**src/rtl/data_receiver.sv**
```systemverilog
// Serial-to-parallel receiver for the three-wire transmission/clock/data link.
// Synchronises the link into clk, shifts WIDTH bits MSB first, strobes ready or error.
module data_receiver #(
  parameter int WIDTH       = 64,
  parameter int SYNC_STAGES = 2,
  parameter int TIMEOUT     = 1000
) (
  input  logic             clk,
  input  logic             rst,
  input  logic             transmission,
  input  logic             clock,
  input  logic             data,
  output logic [WIDTH-1:0] out,
  output logic             ready,
  output logic             busy,
  output logic             error
);

  localparam int CW = $clog2(WIDTH + 2);
  localparam int TW = $clog2(TIMEOUT + 1);
  localparam int FW = $clog2(SYNC_STAGES + 2);
  localparam logic [CW-1:0] CNT_MAX  = CW'(WIDTH + 1);
  localparam logic [CW-1:0] CNT_FULL = CW'(WIDTH);
  localparam logic [TW-1:0] TMO_END  = TW'(TIMEOUT);
  localparam logic [FW-1:0] FILL_MAX = FW'(SYNC_STAGES + 1);

  typedef enum logic {
    IDLE,
    RECEIVE
  } state_t;

  state_t state_q, state_d;

  logic [SYNC_STAGES-1:0] tx_sync_q, tx_sync_d;
  logic [SYNC_STAGES-1:0] ck_sync_q, ck_sync_d;
  logic [SYNC_STAGES-1:0] dt_sync_q, dt_sync_d;
  logic                   tx_dly_q, tx_dly_d;
  logic                   ck_dly_q, ck_dly_d;

  logic [WIDTH-1:0] shift_q, shift_d;
  logic [WIDTH-1:0] out_q, out_d;
  logic [CW-1:0]    cnt_q, cnt_d;
  logic [TW-1:0]    tmo_q, tmo_d;
  logic [FW-1:0]    fill_q, fill_d;
  logic             armed_q, armed_d;
  logic             fall_q, fall_d;
  logic             ready_q, ready_d;
  logic             error_q, error_d;

  logic tx_s, ck_s, dt_s;
  logic tx_rise, tx_fall, ck_rise;

  always_comb begin
    tx_sync_d = {tx_sync_q[SYNC_STAGES-2:0], transmission};
    ck_sync_d = {ck_sync_q[SYNC_STAGES-2:0], clock};
    dt_sync_d = {dt_sync_q[SYNC_STAGES-2:0], data};
    tx_s      = tx_sync_q[SYNC_STAGES-1];
    ck_s      = ck_sync_q[SYNC_STAGES-1];
    dt_s      = dt_sync_q[SYNC_STAGES-1];
    tx_dly_d  = tx_s;
    ck_dly_d  = ck_s;

    // A frame only starts on a low-to-high seen after reset, never on a line already high.
    tx_rise = tx_s & ~tx_dly_q & armed_q;
    tx_fall = ~tx_s & tx_dly_q;
    ck_rise = ck_s & ~ck_dly_q;

    fill_d  = fill_q;
    if (fill_q != FILL_MAX) fill_d = fill_q + 1'b1;
    armed_d = armed_q | ((fill_q == FILL_MAX) & ~tx_s & ~tx_dly_q);

    state_d = state_q;
    shift_d = shift_q;
    cnt_d   = cnt_q;
    tmo_d   = tmo_q;
    out_d   = out_q;
    fall_d  = 1'b0;
    ready_d = 1'b0;
    error_d = 1'b0;

    unique case (state_q)
      IDLE: begin
        if (tx_rise) begin
          state_d = RECEIVE;
          shift_d = '0;
          cnt_d   = '0;
          tmo_d   = '0;
        end
      end
      RECEIVE: begin
        fall_d = tx_fall;
        tmo_d  = tmo_q + 1'b1;
        if (ck_rise) begin
          shift_d = {shift_q[WIDTH-2:0], dt_s};
          if (cnt_q != CNT_MAX) cnt_d = cnt_q + 1'b1;
          tmo_d = '0;
        end
        // Frame end is judged a cycle after the fall so a coincident bit is counted.
        if (fall_q) begin
          state_d = IDLE;
          if (cnt_q == CNT_FULL) begin
            out_d   = shift_q;
            ready_d = 1'b1;
          end else begin
            error_d = 1'b1;
          end
        end else if (!tx_fall && tmo_d == TMO_END) begin
          state_d = IDLE;
          error_d = 1'b1;
        end
      end
      default: state_d = IDLE;
    endcase
  end

  always_ff @(posedge clk or negedge rst) begin
    if (!rst) begin
      state_q   <= IDLE;
      tx_sync_q <= '0;
      ck_sync_q <= '0;
      dt_sync_q <= '0;
      tx_dly_q  <= 1'b0;
      ck_dly_q  <= 1'b0;
      shift_q   <= '0;
      out_q     <= '0;
      cnt_q     <= '0;
      tmo_q     <= '0;
      fill_q    <= '0;
      armed_q   <= 1'b0;
      fall_q    <= 1'b0;
      ready_q   <= 1'b0;
      error_q   <= 1'b0;
    end else begin
      state_q   <= state_d;
      tx_sync_q <= tx_sync_d;
      ck_sync_q <= ck_sync_d;
      dt_sync_q <= dt_sync_d;
      tx_dly_q  <= tx_dly_d;
      ck_dly_q  <= ck_dly_d;
      shift_q   <= shift_d;
      out_q     <= out_d;
      cnt_q     <= cnt_d;
      tmo_q     <= tmo_d;
      fill_q    <= fill_d;
      armed_q   <= armed_d;
      fall_q    <= fall_d;
      ready_q   <= ready_d;
      error_q   <= error_d;
    end
  end

  assign out   = out_q;
  assign ready = ready_q;
  assign error = error_q;
  assign busy  = (state_q == RECEIVE);

endmodule

```
**config.mk**
```make
export PLATFORM = sky130hd
export DESIGN_NAME = data_receiver
export DESIGN_NICKNAME = d
export VERILOG_FILES = /design/src/rtl/data_receiver.sv
export SDC_FILE = /design/constraint.sdc
export NUM_CORES = 1
export LEC_CHECK = 0
export BUFFER_PORTS_ARGS = -buffer_cell sky130_fd_sc_hd__buf_2
export CORE_AREA = 2 2 140 142
export CTS_CLUSTER_DIAMETER = 100
export DETAILED_ROUTE_END_ITERATION = 10
export DIE_AREA = 0 0 142 144
export PLACE_DENSITY = 0.62
export REMOVE_ABC_BUFFERS = 1
export SETUP_SLACK_MARGIN = 0.02
export SYNTH_ARGS = -nofsm -noshare
export SYNTH_HDL_FRONTEND = slang
export SYNTH_SLANG_ARGS = --single-unit
```
**constraint.sdc**
```tcl
create_clock -name clk -period 2.5 [get_ports clk]
set_input_delay 0.25 -clock clk [delete_from_list [all_inputs] [get_ports clk]]
set_output_delay 0.25 -clock clk [all_outputs]
set_load 0.01 [all_outputs]
```
# == Yosys cells after proc, flatten, opt, wreduce, memory -nomap -nowiden ==
# Index checks and enable logic that the tools add are counted.
# word_totals
ff_bits,160
latchBits,0
ram_bits,0
romBits,0
inputBits,5
output_inout_bits,67
n_memories,0
# classes
add_sub_neg,3
n_mul,0
div,0
order_cmp,0
eq_ne,8
shift,0
mux,23
bitwise_logic,11
reduce_logical,5
# ops
operator,n
two-way mux 64 bit,2
one-hot mux 64 bit (2 select lines),1
two-way mux 10 bit,3
two-way mux 7 bit,3
one-hot mux 10 bit (2 select lines),1
one-hot mux 7 bit (2 select lines),1
two-way mux 1 bit,11
adder 10 x 1 -> 10 bit (second input constant),1
equality test 10 bit (second input constant),1
adder 7 x 1 -> 7 bit (second input constant),1
equality test 7 bit (second input constant),1
!= test 7 bit (second input constant),1
bitwise AND 1 bit,6
AND reduction 3 bit,2
!= test 2 x 1 -> 1 bit (second input constant),2
!= test 2 bit (second input constant),2
NOT 1 bit,4
adder 2 x 1 -> 2 bit (second input constant),1
equality test 2 bit (second input constant),1
one-hot mux 1 bit (2 select lines),1
AND reduction 2 bit,1
logical AND 1 bit,1
logical NOT 1 bit,1
bitwise OR 1 bit,1

# == Depth between registers and ports, before layout ==
# logic_depth
ltp_word,9
ltp_mapped,7

# == Worst setup path before layout ==
# Ideal clock, no wire load.
# synth_path
kind,flip-flop to flip-flop
start,register cnt_q[3]
end,register out_q[14] (netlist: out[14])
setup_time_ns,0.125
arrival_ns,1.618
t_required_ns,2.375
slack_ns,0.756
path_stages_with_launch,7
path_cell_list,dfrtp_1 -> nor4_2 -> nand3_1 -> or2_1 -> buf_6 -> buf_6 -> mux2_4
# synth_via
elab_chain_cells,2
# synth_rtl
item,line_no,text
from (decl),42,"logic [CW-1:0] cnt_q, cnt_d;"
from (signal assigned),142,cnt_q <= cnt_d;
equality test 7 bit,101,if (cnt_q == CNT_FULL) begin
AND reduction 3 bit (no line),--,
to (signal assigned),141,out_q <= out_d;
to (decl),41,"logic [WIDTH-1:0] out_q, out_d;"
# Every way passes these cells.
# A chain may end at the register's enable or synchronous reset.

# == Final worst setup path ==
# layout_path
start,register cnt_q[3]
end,register out_q[41] (netlist: out[41])
# The elaborated chain is that of the path after synthesis.

==> results.md <==
- After synthesis, the cell types taking the most area are dfrtp_1 61%, mux2_4 11%, nand2_1 7.9%.
- The number of gates resized after CTS is 0.
- A synthesized cell averages 11.8 um2.
- The summed instance area of the synthesized netlist is 6570 um2.
- The endpoint of the worst register-to-register path is out[41]$_DFFE_PN0P_.
- Clock tree synthesis found a total of 160 sinks.
- The sum of buffers and inverters on the critical path is 1.
- The floorplan core area is 19,100 um2.
- The top-area cell type share of the netlist area is 0.610.
- The count of nets left with antenna violations once routing finished came out at 0.
- The worst setup path is launched from a register.
- The via count of the first global-routing pass is 4,204.
- Summed over all cells, the static leakage comes to 3.91 nW.
- The vias per cell is 4.82.
- The sequential element share of the synthesized area is 0.610.
- Timing would allow up to 0.509 GHz.
- The critical path in this run is classified as register to register.
- The final period demand of the worst path is 1960 ps.
- For this run, the slowest stage of the critical path takes 420 ps.
- In the final layout, the share of cells above drive strength 1 is 0.288.
- The number of antenna violations at the first check in global routing was 0.
- The final count of hold timing violations is 0.
- The netlist uses 45 different library cells.
- The post-route worst setup slack is 537 ps.
- The post-detailed-routing wire length is 12.9 mm.
- The top routing layer in use is met4.
- Detailed routing inserted a total of 4,220 vias.
- The number of buffers on the longest clock path is 2.
- The routed wire length on met2 is 5.97 mm.
- Compared with the post-synthesis result, the final layout area differs by 19.0%.
- For this run, the number of Yosys warnings is 0.
- The final weighted congestion of routability-driven global placement is 0.751.
- The tightest min-delay check is of the register to register type.
- The critical path data arrival time is 2270 ps.
- The post-route fraction of the period consumed by the critical path is 0.785.
- The first global-routing pass estimated 21.3 mm of wire.
- The clock latency reported for the late side of the worst-skew pair is 420 ps.
- For the final database, setup skew stands at 8.04 ps.
- The global-route total usage across every layer is 0.134.
- At the pin with the least slew margin, the transition time is 941 ps.
- The level count of the clock H-tree is 4.
- Timing analysis after detailed placement gives a worst setup slack of 554 ps.
- The largest fanout on the critical path is 34.
- The count of TritonRoute iterations in the first routing pass is 5.
- Grouping stages by cell kind, the critical path spends the most delay in simple AND/OR/NAND/NOR gates.
- The cell chosen for the clock root is clkbuf_16.
- The cell type with the largest total area after synthesis is dfrtp_1.
- The maximum vdd drop is 0.515 mV.
- STA classifies the critical path endpoint as a register.
- The number of antenna diodes in the final layout is 0.
- Entering global routing, the biggest net connects 65 pins.
- The width of the chip is 142 um.
- The number of buffers added on ports is 71.
- The total of max-cap violations is 0.
- For this run, the leading register cell type out of synthesis is dfrtp_1.
- The post-synthesis cell count is 556.
- The floorplan die height is 144 um.
- Clock-pin slew was measured on the worst setup and hold paths at 60 ps.
- The flow ran to the end, and the final reports show no timing, DRC or antenna violations.
- The worst hold path was traced through 0 stages.
- The remaining max-slew budget at the tightest pin is 0.370.
- After detailed routing, the average wire length per cell comes to 14.7 um.
- Setup repair after global routing left no endpoint under its margin.
- Detailed placement finished with a half-perimeter wire length of 7.84 mm.
- The critical path data required time is 2810 ps.
- The synthesized design contains 0 enable-type register cells.
- The number of buffers inserted by post-CTS setup repair is 0.
- Setup violations remaining at the end of the flow were counted as 0.
- The source of the worst register-to-register timing path is cnt_q[3]$_DFFE_PN0P_.
- The total overflow reported by the global router is 0.
- The standard cell with the maximum stage delay on the critical path is dfrtp_1.
- 72 I/O pins were placed.
- The routed design uses 658 um of met3 wire.
- Measured in cells, the most critical reg-to-reg path has a length of 5.
- The final worst hold slack is 349 ps.
- The startpoint of the most critical hold path is tx_sync_q[0]$_DFF_PN0_.
- The final number of max-transition violations came to 0.
- For this run, asynchronously set or reset flops after synthesis account for 1.00.
- The worst-case register-to-register setup slack is 540 ps.
- The power density of the placed cells is 759 nW/um2.
- The post-synthesis register bit count is 160.
- The DRC violation count after routing is 0.
- The die area is 20,400 um2.
- The violation count after the first detailed-route iteration is 326.
- The number of clock buffers inserted by TritonCTS is 17.
- The initial core utilization is 0.344.
- The path with the worst hold slack has its endpoint at tx_sync_q[1]$_DFF_PN0_.
- The number of rows in the core area is 51.
- The routed length on met1 is 6.10 mm.
- The net count of the finished layout is 635.
- Tracing the worst setup path back leads to its startpoint at cnt_q[3]$_DFFE_PN0P_.
- Traced cell by cell, the critical path runs through nor4_2, nand3_1, or2_4, buf_4, mux2_4.
- The CTS tree is yes.
-- flip-flops by register name (all words and copies together) (netlist names), 2 cells and up --
name,cells
out,64
shift_q,64
tmo_q,10
cnt_q,7
ck_sync_q,2
dt_sync_q,2
fill_q,2
tx_sync_q,2
-- final cells by class --
type                       instances  area [um2]
clock buffer                      19         453
clock inverter                    13         160
fill                            1794       11300
inverter                           5        18.8
multi-input combinational        358        2380
sequential                       160        4000
tap                              238         298
timing repair buffer              83         499
-- through the flow --
stage | std cells | power, mW | setup TNS [ps] | cell area [um2] | util
3_3_place_gp | 840 | 3.28 | 0 | 7160 | 0.375
2_1_floorplan | 523 | 3.09 | -56550 | 6390 | -
6_report | 876 | 5.93 | 0 | 7820 | 0.410
5_1_grt | 876 | 6.19 | 0 | 7820 | 0.410
3_5_place_dp | 840 | 3.30 | 0 | 7160 | 0.375
4_1_cts | 876 | 6.00 | 0 | 7820 | 0.410
-- metal layers --
layer	GRT usage	vias to the layer above
met1	0.180	2104
met3	0.0414	12
li1	-	2015
met5	0	-
met2	0.205	89
met4	0.0484	0
-- placed cells by master, fill, tap and decap left out, types with 2 or more instances in the layout --
cell / n
mux2_4: 49
o31ai_1: 3
nand3_1: 8
clkbuf_16: 17
buf_4: 5
inv_1: 5
nor2_1: 15
clkinvlp_4: 5
a31oi_1: 3
a21oi_1: 3
nor3_1: 2
bufinv_16: 3
buf_12: 3
dlygate4sd3_1: 4
clkbuf_8: 2
o41ai_1: 2
ha_1: 5
nor2b_1: 3
clkinv_2: 3
dfrtp_1: 160
nor4_1: 2
nand2_1: 139
nand3b_1: 2
a21o_1: 2
xor2_1: 4
mux2_2: 17
buf_2: 70
o21ai_0: 73
xnor2_1: 5
-- where the power goes --
part / switching (mW) / internal [mW] / total (mW) / leakage, nW
Combinational: 0.298 / 0.145 / 0.443 / 1.43
Sequential: 0.124 / 2.69 / 2.81 / 2.19
Clock: 1.06 / 1.62 / 2.68 / 0.287
-- worst max path at each step --
stage                                     end  slack [ps]  cells past startpoint
after global placement    out[59]$_DFFE_PN0P_         580                      5
after global routing      out[36]$_DFFE_PN0P_         420                      5
final                     out[41]$_DFFE_PN0P_         540                      5
after detailed placement  out[41]$_DFFE_PN0P_         550                      5
after CTS                 out[33]$_DFFE_PN0P_         530                      5
after floorplan            out[0]$_DFFE_PN0P_        -840                      5
-- timing repair --
item	CTS	global route
hold buffers	4	0
endpoints found under the setup margin	0	0
endpoints found under the hold margin	60	0
-- synth_stat cells (2+ instances only) --
cell / n
dfrtp_1: 160
nand2_1: 139
o21ai_0: 73
mux2_4: 49
clkbuf_1: 19
mux2_2: 17
nor2_1: 15
nand3_1: 8
buf_6: 6
buf_1: 5
ha_1: 5
inv_1: 5
xnor2_1: 5
xor2_1: 4
a21oi_1: 3
a31oi_1: 3
buf_2: 3
nor2b_1: 3
o31ai_1: 3
a21o_1: 2
nand3b_1: 2
nor3_1: 2
nor4_1: 2
o41ai_1: 2
-- cells by family after synthesis --
group / Yosys count / synth area share
simple gates: 186 / 0.121
flops: 160 / 0.610
compound gates: 92 / 0.0773
mux: 66 / 0.141
buf+inv: 38 / 0.0291
xor+xnor: 9 / 0.0120
fa+ha+maj: 5 / 0.00953
Note: power is estimated with default switching activity, not from simulation.
